$ cat config.mk
export PLATFORM = sky130hd
export DESIGN_NAME = adc_scan_sched
export DESIGN_NICKNAME = d
export VERILOG_FILES = /design/src/rtl/adc_scan_pkg.sv /design/src/rtl/adc_scan_next_chan.sv /design/src/rtl/adc_scan_sched.sv
export SDC_FILE = /design/constraint.sdc
export NUM_CORES = 1
export LEC_CHECK = 0
export CORE_ASPECT_RATIO = 1.5
export CORE_UTILIZATION = 35
export CTS_CLUSTER_SIZE = 8
export DETAILED_ROUTE_END_ITERATION = 6
export HOLD_SLACK_MARGIN = 0.1
export PLACE_DENSITY = 0.51
export SYNTH_ARGS = -nofsm -noshare
export SYNTH_HDL_FRONTEND = slang
export SYNTH_HIERARCHICAL = 1
export SYNTH_SLANG_ARGS = --single-unit
$ cat constraint.sdc
create_clock -name clk -period 2.8 [get_ports clk]
set_input_delay 0.7 -clock clk [delete_from_list [all_inputs] [get_ports clk]]
set_output_delay 0.7 -clock clk [all_outputs]
set_load 0.01 [all_outputs]
$ cat src/rtl/adc_scan_pkg.sv
// Shared types and default sizing for the adc082s021 channel scan scheduler.
package adc_scan_pkg;
    localparam int DEF_NCHAN  = 8;
    localparam int DEF_CHW    = 3;
    localparam int DEF_DWIDTH = 12;

    typedef enum logic [1:0] {IDLE, PRIME, SCAN, DRAIN} state_t;
endpackage

$ cat src/rtl/adc_scan_next_chan.sv
// Next enabled channel strictly above cur; wraps to the lowest enabled index.
module adc_scan_next_chan import adc_scan_pkg::*; #(
    parameter int NCHAN = DEF_NCHAN,
    parameter int CHW   = DEF_CHW
) (
    input  logic [NCHAN-1:0] mask,
    input  logic [CHW-1:0]   cur,
    output logic [CHW-1:0]   nxt,
    output logic             wrap
);
    logic [CHW-1:0] above;
    logic [CHW-1:0] lowest;
    logic           hit;

    // Descending sweep so the last match kept is the lowest qualifying index.
    always_comb begin
        above  = '0;
        lowest = '0;
        hit    = 1'b0;
        for (int i = NCHAN - 1; i >= 0; i--) begin
            if (mask[i]) begin
                lowest = CHW'(i);
                if (i > int'(cur)) begin
                    above = CHW'(i);
                    hit   = 1'b1;
                end
            end
        end
        nxt  = hit ? above : lowest;
        wrap = ~hit;
    end
endmodule

$ cat src/rtl/adc_scan_sched.sv
// ADC scan scheduler: drives frames, attributes pipelined samples, keeps a result bank.
// Optional threshold alarms are built when ADC_SCAN_THRESH_EN is defined.
module adc_scan_sched import adc_scan_pkg::*; #(
    parameter int NCHAN  = DEF_NCHAN,
    parameter int CHW    = DEF_CHW,
    parameter int DWIDTH = DEF_DWIDTH
) (
    input  logic              clk,
    input  logic              reset,
    input  logic              start,
    input  logic              stop,
    input  logic              continuous,
    input  logic [NCHAN-1:0]  chan_mask,
    output logic [CHW-1:0]    adc_channel,
    output logic              spi_start,
    input  logic              spi_done,
    input  logic [DWIDTH-1:0] adc_data,
    output logic              smp_valid,
    output logic [CHW-1:0]    smp_chan,
    output logic [DWIDTH-1:0] smp_data,
    input  logic [CHW-1:0]    rd_chan,
    output logic [DWIDTH-1:0] rd_data,
    output logic              rd_valid,
    output logic              busy,
    output logic              done
`ifdef ADC_SCAN_THRESH_EN
    ,
    input  logic [DWIDTH-1:0] thresh,
    output logic [NCHAN-1:0]  alarm
`endif
);
    localparam logic [CHW-1:0] LAST = CHW'(NCHAN - 1);

    state_t            state, state_n;
    logic [NCHAN-1:0]  mask_q, mask_n;
    logic              cont_q, cont_n;
    logic              stop_q, stop_n;
    logic [CHW-1:0]    prev_chan, prev_n;
    logic [CHW-1:0]    chan_n;
    logic              spi_start_n, smp_valid_n, done_n;
    logic [CHW-1:0]    smp_chan_n;
    logic [DWIDTH-1:0] smp_data_n;
    logic              wr_en, clr_vld;

    logic [NCHAN-1:0]  bank_vld;
    logic [DWIDTH-1:0] bank [NCHAN];

    logic [CHW-1:0]    step_nxt, live_first, q_first;
    logic              step_wrap, live_wrap_unused, q_wrap_unused;

    adc_scan_next_chan #(.NCHAN(NCHAN), .CHW(CHW)) u_step (
        .mask(mask_q), .cur(adc_channel), .nxt(step_nxt), .wrap(step_wrap)
    );
    adc_scan_next_chan #(.NCHAN(NCHAN), .CHW(CHW)) u_live_first (
        .mask(chan_mask), .cur(LAST), .nxt(live_first), .wrap(live_wrap_unused)
    );
    adc_scan_next_chan #(.NCHAN(NCHAN), .CHW(CHW)) u_q_first (
        .mask(mask_q), .cur(LAST), .nxt(q_first), .wrap(q_wrap_unused)
    );

    always_comb begin
        state_n     = state;
        chan_n      = adc_channel;
        prev_n      = prev_chan;
        mask_n      = mask_q;
        cont_n      = cont_q;
        stop_n      = stop_q;
        spi_start_n = 1'b0;
        smp_valid_n = 1'b0;
        smp_chan_n  = smp_chan;
        smp_data_n  = smp_data;
        done_n      = 1'b0;
        wr_en       = 1'b0;
        clr_vld     = 1'b0;
        case (state)
            IDLE: begin
                if (start) begin
                    clr_vld = 1'b1;
                    stop_n  = 1'b0;
                    if (|chan_mask) begin
                        state_n     = PRIME;
                        mask_n      = chan_mask;
                        cont_n      = continuous;
                        chan_n      = live_first;
                        spi_start_n = 1'b1;
                    end else begin
                        done_n = 1'b1;
                    end
                end
            end
            PRIME, SCAN: begin
                stop_n = stop_q | stop;
                if (spi_done) begin
                    // PRIME data belongs to no requested channel and is dropped.
                    wr_en       = (state == SCAN);
                    prev_n      = adc_channel;
                    spi_start_n = 1'b1;
                    state_n     = SCAN;
                    if (stop_q || stop) begin
                        state_n = DRAIN;
                        chan_n  = q_first;
                    end else if (!step_wrap) begin
                        chan_n = step_nxt;
                    end else if (cont_q && (|chan_mask)) begin
                        mask_n = chan_mask;
                        chan_n = live_first;
                    end else begin
                        state_n = DRAIN;
                        chan_n  = step_nxt;
                    end
                end
            end
            DRAIN: begin
                if (spi_done) begin
                    wr_en   = 1'b1;
                    state_n = IDLE;
                    done_n  = 1'b1;
                    stop_n  = 1'b0;
                end
            end
            default: state_n = IDLE;
        endcase
        if (wr_en) begin
            smp_valid_n = 1'b1;
            smp_chan_n  = prev_chan;
            smp_data_n  = adc_data;
        end
    end

    always_ff @(posedge clk) begin
        if (!reset) begin
            state       <= IDLE;
            mask_q      <= '0;
            cont_q      <= 1'b0;
            stop_q      <= 1'b0;
            prev_chan   <= '0;
            adc_channel <= '0;
            spi_start   <= 1'b0;
            smp_valid   <= 1'b0;
            smp_chan    <= '0;
            smp_data    <= '0;
            done        <= 1'b0;
            bank_vld    <= '0;
        end else begin
            state       <= state_n;
            mask_q      <= mask_n;
            cont_q      <= cont_n;
            stop_q      <= stop_n;
            prev_chan   <= prev_n;
            adc_channel <= chan_n;
            spi_start   <= spi_start_n;
            smp_valid   <= smp_valid_n;
            smp_chan    <= smp_chan_n;
            smp_data    <= smp_data_n;
            done        <= done_n;
            if (clr_vld)
                bank_vld <= '0;
            else if (wr_en)
                bank_vld[prev_chan] <= 1'b1;
        end
    end

    // Sample storage survives start and reset; only the valid bits are cleared.
    always_ff @(posedge clk) begin
        if (reset && wr_en)
            bank[prev_chan] <= adc_data;
    end

`ifdef ADC_SCAN_THRESH_EN
    always_ff @(posedge clk) begin
        if (!reset)
            alarm <= '0;
        else if (clr_vld)
            alarm <= '0;
        else if (wr_en)
            alarm[prev_chan] <= (adc_data > thresh);
    end
`endif

    assign rd_data  = bank[rd_chan];
    assign rd_valid = bank_vld[rd_chan];
    assign busy     = (state != IDLE);
endmodule
Word-level counts from Yosys, hierarchy flattened
Memory sizes are Yosys's and may differ from the RTL's.
Cells that the tools add are included.
{"block": "classes", "n_lt_le_gt_ge": 10, "eq_ne": 10, "mux": 88, "bitwise": 3, "reduce_logical": 16}
{"cell": "3-bit 2-to-1 mux", "count": 37}
{"cell": "8-bit 2-to-1 mux", "count": 6}
{"cell": "1-bit 2-to-1 mux", "count": 32}
{"cell": "8-bit case mux with 2 select lines", "count": 1}
{"cell": "2-bit inequality test (second input constant)", "count": 7}
{"cell": "3-bit > comparator (first input constant)", "count": 4}
{"cell": "3-bit by 4-bit less-than comparator with 1-bit output (second input constant)", "count": 2}
{"cell": "2-bit 2-to-1 mux", "count": 4}
{"cell": "8-bit bitwise OR", "count": 1}
{"cell": "4-bit AND reduction", "count": 2}
{"cell": "8-bit OR reduction", "count": 1}
{"cell": "7-bit AND reduction", "count": 1}
{"cell": "2-bit by 3-bit > comparator with 1-bit output (first input constant)", "count": 2}
{"cell": "1-bit case mux with 2 select lines", "count": 3}
{"cell": "2-bit case mux with 3 select lines", "count": 1}
{"cell": "3-bit case mux with 2 select lines", "count": 1}
{"cell": "2-bit equality test (second input constant)", "count": 2}
{"cell": "2-bit AND reduction", "count": 2}
{"cell": "2-bit nonzero test", "count": 2}
{"cell": "2-bit OR reduction", "count": 2}
{"cell": "1-bit binary-select mux with 3-bit select", "count": 1}
{"cell": "1-bit demux with 3-bit select", "count": 1}
{"cell": "3-bit by 1-bit greater-or-equal comparator with 1-bit output (second input constant)", "count": 1}
{"cell": "1-bit by 3-bit > comparator with 1-bit output (first input constant)", "count": 1}
{"cell": "8 further kinds", "count": 10}
{"block": "totals", "regBits": 44, "ramBits": 96, "inputBits": 29, "out_inout_bits": 35, "wordCells": 140, "n_memories": 1}
{"memory": "bank", "depth": 8, "width": 12, "read_ports": 1, "rd_clocked_by_memory_dff": 0, "write_ports": 1, "line": "adc_scan_sched.sv:46", "rtl": "logic [DWIDTH-1:0] bank [NCHAN];"}

Logic depth before layout (Yosys ltp)
Gate-level depths: netlist of run 1.
{"block": "logic_depth", "word_depth": 21, "depth_mapped": 10, "depth_no_buf": 8}

Modules after synthesis
The synthesis of run 1 kept the hierarchy.
{"mod": "adc_scan_sched", "n_inst": 1, "cells_per_inst": 396, "area_per_inst_um2": 5730.5, "seq_area_each_um2": 3763.6}
{"mod": "adc_scan_next_chan", "n_inst": 3, "cells_per_inst": 42, "area_per_inst_um2": 301.5, "seq_area_each_um2": 0.0}

Worst setup path before layout of run 1
Ideal clock, no wire load.
{"block": "synth_path", "path_type": "input port to output port", "from": "input rd_chan[0]", "to": "output rd_data[0]", "arrival_time_ns": 1.950, "required_time_ns": 2.100, "path_slack_ns": 0.150, "stages": 4, "n_path_buf": 2, "path_cell_list": "buf_2 -> buf_4 -> mux4_2 -> mux2_2"}
{"block": "synth_between", "elab_chain_len": 1}
{"element": "start, declared", "line": "adc_scan_sched.sv:21", "rtl": "input logic [CHW-1:0] rd_chan,"}
{"element": "memory 8 x 12 bit"}
{"element": "end, declared", "line": "adc_scan_sched.sv:22", "rtl": "output logic [DWIDTH-1:0] rd_data,"}
Every way passes these cells.

Final worst setup path of run 1
{"block": "layout_path", "from": "input rd_chan[0]", "to": "output rd_data[8]"}
The elaborated chain is that of the path after synthesis.

==> results by group, run 1 <==
Hold path
  – Hold Path Depth: 2
  – Hold Path End: smp_data[8]
  – HP Class: reg2reg
  – Hold_sp: smp_data[8]

Worst setup path
  – Crit path max-delay cell type: mux4_2
  – Worst path bufs/invs: 3
  – Crit. Startpoint: rd_chan[0]
  – Critical path required time: about 2.1 ns
  – Reg2Reg Depth: 9
  – Crit path max-delay family: multiplexers
  – R2R Path End: mask_q[6]
  – Setup Crit Path Kind: in2out
  – CP max stage delay: around 0.49 ns
  – WP depth: 5
  – Critical path, cell by cell: buf_8 > buf_12 > mux4_2 > mux2_2 > dlygate4sd2_1
  – Crit path DAT: ~2 ns
  – FF-to-FF setup slack: between 0.15 and 0.2 ns
  – Critical Path Source Type: input pin
  – CP endpoint kind: primary output
  – Crit-path max FO: 6
  – RR Startpoint: adc_channel[2]

Finish
  – Number of diodes: 0
  – Storage cell area: between 0.003 and 0.004 mm²
  – Fill count: 1713
  – Area of the multi-input gates: roughly 0.0027 mm²
  – Synth-to-layout area growth: 27.7%
  – Total Nets Final: around 660
  – Share of cells above drive strength 1: between 20% and 30%

Global route
  – Vias in the first global route: 4629
  – Total GRT Usage: 17.3%
  – Initial antenna violation count: 0
  – Largest net degree at the start of global routing: 42
  – Overflow left after global routing: 0
  – First-pass GRT wire length: 25.2 mm

Clock network
  – Clk sink count: 140
  – TritonCTS clock tree: built
  – Clk_lat worst skew: 0.42 ns
  – Clock-pin slew on the worst setup and hold paths: about 0.060 ns
  – Clk Tree Root Cell: clkbuf_16
  – Total CTS buffers: 17
  – # H-tree levels: 4
  – Max Root-Sink Buffers: 2
  – Post-CTS Hold Fix Bufs: 0

Route
  – Drt first-iter violations: roughly 170
  – Post-Route WL: 16.0 mm
  – Vias per cell: about 5.2
  – Wire length per cell: around 18 µm
  – Final ANT Viol Nets: 0
  – # DRC: 0
  – Via count: around 4600
  – Drt pass-1 iters: 4

STA
  – Clock Skews: ~0.0073 ns
  – Slew Limit Headroom: ~65%
  – Final worst setup slack: ~0.038 ns
  – Max Slew Vio Count: 0
  – Unrepaired setup endpoints after global routing: no
  – Endpoints failing setup: 0
  – Max Clk Rate: between 300 and 400 MHz
  – Worst-Margin Slew: around 0.53 ns
  – Hold Fails Final Rpt: 0
  – Final worst hold slack: around 0.46 ns
  – Final period utilization: between 90% and 100%
  – Fin Setup TNS: 0 ns
  – Post-layout min period: approximately 2.8 ns

Die
  – Die width: around 110 µm
  – Core area: around 0.019 mm²
  – # rows: between 60 and 70
  – Full die area: between 0.015 and 0.02 mm²
  – Initial core utilization: a little over a third
  – Ports: 64
  – Die height: between 150 and 200 µm

Synth
  – Synthesized instance count: 520
  – Netlist Area Pre-Place: roughly 0.0066 mm²
  – Syn avg cell area: 12.7 µm²
  – Syn. warnings: 6

Pwr
  – Power Total: 6720 µW
  – Leakage: about 0.0030 µW
  – Maximum VDD drop: about 0.37 mV
  – Cell area power density: a little under 800 mW/mm²

Placement
  – Detailed Place HPWL: 10.9 mm
  – Setup WS pre-CTS: -0.425 ns
  – PortBufs: 63
  – GPL Wtd Cong: 0.894

Flow run
  – Max Cap Violations: 0

Status
  – Status: completed
## state kept, by name, summed over array words and instances (netlist names), 2 cells and up
| signal | count |
|---|---|
| mask_q | 8 |
| prev_chan | 3 |
| bank_vld | 8 |
| bank | 96 |
| smp_data | 12 |
| smp_chan | 3 |
| state | 2 |
| adc_channel | 3 |
## cell usage in the layout (no fill, tap or decap), drive strengths merged, types with 3 or more instances in the layout
cell type	n
buf	39
clkbuf	17
nor3b	3
a21boi	27
nand2	70
o41ai	3
nand2b	5
mux2	16
o22a	3
o21bai	3
conb	18
inv	27
a2bb2oi	3
clkinvlp	3
a21oi	16
mux2i	12
a221o	3
nor4	5
nor3	7
nor4b	3
o31ai	16
o2bb2ai	3
mux4	26
clkdlybuf4s50	48
ha	4
edfxtp	96
a22oi	4
nand3	11
o21ai	19
nor2	23
clkinv	3
o41a	3
a31oi	14
dlygate4sd2	11
a21bo	3
nor2b	7
dfxtp	44
## report_power, final
group	internal, µW	total, µW	switching, µW	leakage [µW]
Clock	1250	2180	927	0.000275
Combinational	937	2050	1120	0.00147
Sequential	2330	2490	158	0.00122
Total	4520	6720	2200	0.00296
## routing by layer
metal  global-route usage [%]  vias to the layer above  wire, µm
li1                         -                     2194         -
met1                     18.8                     2287      6340
met2                     32.6                      105      8810
met3                     3.47                       21       518
met4                     6.27                        0       312
met5                        0                        -         0
## worst max-delay path by stage
stage / end / slack, ns
4_1_cts: rd_valid / 0.008
3_5_place_dp: rd_valid / -0.42
6_report: rd_data[8] / 0.04
2_1_floorplan: rd_data[0] / 0.15
5_1_grt: rd_data[8] / 0.007
3_3_place_gp: rd_data[8] / -0.42
## final cells by class
cell class	instances	share of cell area, %
multi-input cells	350	32.0
flip-flops and latches	140	44.5
clock inverters	15	1.79
inverters	19	0.843
repair buffers	100	12.2
clock buffers	17	5.03
well taps	252	3.73
## worst reg2reg max path, cell delays in order, from the launching register on
cell and delay [ns]:
dfxtp_1 0.62, a21boi_0 0.20, o21ai_2 0.24, nand2_2 0.11, nor2_1 0.29, nor4bb_1 0.38
o211ai_2 0.14, a22oi_2 0.22, buf_12 0.17, mux2i_1 0.18
## stage by stage
step / std cells / utilization (%) / area, µm²
finish: 893 / 45.6 / 8460
global route: 893 / 45.6 / 8460
CTS: 892 / 45.5 / 8440
detailed placement: 856 / 41.8 / 7760
global placement: 856 / 41.8 / 7760
floorplan: 537 / - / 6690
## timing repair
item | 4_1_cts | 5_1_grt
resized for setup | 26 | 2
endpoints found under the setup margin | 13 | 10
gates cloned | 4 | 0
pin swaps | 0 | 1
buffers inserted | 0 | 1
(Power assumes the default switching activity.)
==> run 2: changes to the inputs <==
Settings changed: SKIP_LAST_GASP set to 1.
==> run 2 against run 1 <==
Compared with the run above:
- clock-buffer cell count unchanged
- die area did not move
- via count about the same
- non-clock buffer count stayed put
- global-route usage is the same
- critical path depth stayed put
- critical endpoint is now rd_valid
- largest power group unchanged
==> results by group, run 2 (same netlist as run 1, synthesis figures left out) <==
Clock network
  – Clk sink count: 140
  – Post-CTS Hold Fix Bufs: 0
  – Max Root-Sink Buffers: 2
  – Clk Tree Root Cell: clkbuf_16
  – # H-tree levels: 4
  – Total CTS buffers: 17
  – Clock-pin slew on the worst setup and hold paths: 0.06 ns
  – TritonCTS clock tree: built
  – Clk_lat worst skew: 0.42 ns

Finish
  – Share of cells above drive strength 1: ~22%
  – Most frequent cells in the layout: 96 x edfxtp_1, 67 x nand2_1, 48 x clkdlybuf4s50_1
  – Register with the most flip-flops: bank
  – Largest regs: bank (96), smp_data (12)
  – Fill count: between 1500 and 2000
  – Number of diodes: 0
  – Synth-to-layout area growth: 27.7%
  – Total Nets Final: 661
  – Most common cell after layout, fill and taps aside: edfxtp_1
  – Post-layout util: between 40% and 50%
  – Max reg flops: 96

Placement
  – Setup WS pre-CTS: -0.425 ns
  – PortBufs: 63
  – Detailed Place HPWL: ~11 mm
  – GPL Wtd Cong: 0.894

Die
  – Full die area: approximately 0.020 mm²
  – Die height: 171 µm
  – Core area: approximately 0.019 mm²
  – Die width: about 110 µm
  – # rows: a little over 60
  – Ports: 64
  – Initial core utilization: between 30% and 40%

Global route
  – Total GRT Usage: between 15 and 20%
  – First-pass GRT wire length: between 20 and 30 mm
  – Largest net degree at the start of global routing: 42
  – Vias in the first global route: approximately 4600
  – Initial antenna violation count: 0
  – Overflow left after global routing: 0

Pwr
  – Leakage: between 0.002 and 0.003 µW
  – Cell area power density: about 800 mW/mm²
  – Maximum VDD drop: between 0.3 and 0.4 mV

Flow run
  – Max Cap Violations: 0

STA
  – Unrepaired setup endpoints after global routing: yes
  – Endpoints failing setup: 0
  – Final period utilization: between 90% and 100%
  – Max Clk Rate: approximately 360 MHz
  – Final worst setup slack: 0.0136 ns
  – Slew Limit Headroom: between 60% and 70%
  – Post-layout min period: 2.79 ns
  – Max Slew Vio Count: 0
  – Worst-Margin Slew: between 0.5 and 0.6 ns
  – Hold Fails Final Rpt: 0
  – Clock Skews: roughly 0.0076 ns

Worst setup path
  – Crit-path max FO: 6
  – Setup Crit Path Kind: in2out
  – FF-to-FF setup slack: 0.19 ns
  – Reg2Reg Depth: 9
  – CP endpoint kind: primary output
  – Critical path, cell by cell: buf_8 > buf_12 > mux4_2 > mux2_2 > dlygate4sd2_1
  – CP max stage delay: about 0.50 ns
  – Crit. Startpoint: rd_chan[0]
  – Critical Path Source Type: input pin
  – Worst path bufs/invs: 3
  – Crit path max-delay family: multiplexers
  – R2R Path End: mask_q[6]
  – RR Startpoint: adc_channel[2]
  – Crit path max-delay cell type: mux4_2
  – Crit path DAT: approximately 2.1 ns
  – Critical path required time: approximately 2.1 ns

Hold path
  – HP Class: reg2reg
  – Hold Path End: smp_data[8]
  – Hold_sp: smp_data[8]
  – Hold Path Depth: 2

Route
  – Vias per cell: 5.16
  – Post-Route WL: 16.0 mm
  – Via count: about 4600
  – Final ANT Viol Nets: 0
  – # DRC: 0
  – Wire length per cell: between 15 and 20 µm
  – Drt pass-1 iters: 4
  – Drt first-iter violations: roughly 170

Status
  – Status: completed
run 2: changes by cell type in the layout (fill, tap and decap cells not counted):
cell | before | now
clkdlybuf4s15_1 | 2 | 1
dlygate4sd2_1 | 11 | 12
run 2: per-stage QoR:
stage / TNS, ns / total power [µW] / cell area [µm²] / std cells / hold WS [ns]
floorplan: 0 / 3850 / 6690 / 537 / 0.432
global route: -0.00894 / 7030 / 8460 / 893 / 0.485
CTS: -0.288 / 6680 / 8450 / 892 / 0.470
global placement: -4.99 / 4450 / 7760 / 856 / 0.451
finish: 0 / 6720 / 8460 / 893 / 0.464
detailed placement: -5.13 / 4480 / 7760 / 856 / 0.455
run 2: final cells by class:
cell class,count,area [µm²],area share [%]
clock buffers,17,425,5.03
clock inverters,15,151,1.79
inverters,19,71.3,0.843
multi-input cells,350,2710,32.0
flip-flops and latches,140,3760,44.5
well taps,252,315,3.73
repair buffers,100,1030,12.1
run 2: repair_timing:
item	4_1_cts	5_1_grt
endpoints found under the setup margin	13	14
resized for setup	25	2
pin swaps	0	1
setup buffers	0	1
cloned	4	0
run 2: worst reg2reg max path: stages (launching register included):
cell,delay (ns)
dfxtp_1,0.62
a21boi_0,0.20
o21ai_2,0.24
nand2_2,0.11
nor2_1,0.29
nor4bb_1,0.38
o211ai_2,0.14
a22oi_2,0.22
buf_12,0.17
mux2i_1,0.18
run 2: routing by layer:
| layer | wire (µm) | global-route usage, % | up-vias | share of wire [%] |
|---|---|---|---|---|
| met3 | 520 | 3.47 | 21 | 3.3 |
| met2 | 8800 | 32.6 | 107 | 55 |
| met1 | 6330 | 18.8 | 2288 | 40 |
| met4 | 312 | 6.27 | 0 | 2.0 |
| li1 | - | - | 2195 | - |
| met5 | 0 | 0 | - | 0 |
run 2: report_power, final:
group | internal (µW) | switching [µW]
Clock | 1250 | 928
Sequential | 2330 | 158
Combinational | 937 | 1110
run 2: how the worst max path moves through the flow:
stage,to,cells after the start
after floorplan,rd_data[0],4
after global placement,rd_data[8],5
after detailed placement,rd_valid,5
after CTS,rd_data[5],5
after global routing,rd_valid,5
final,rd_valid,5
==> run 3: changes to the inputs <==
Settings changed: CAP_MARGIN set to 20, GPL_ROUTABILITY_DRIVEN set to 0.
==> results of run 3 <==
The final DEF is identical to that of run 2; final timing and power are the same.
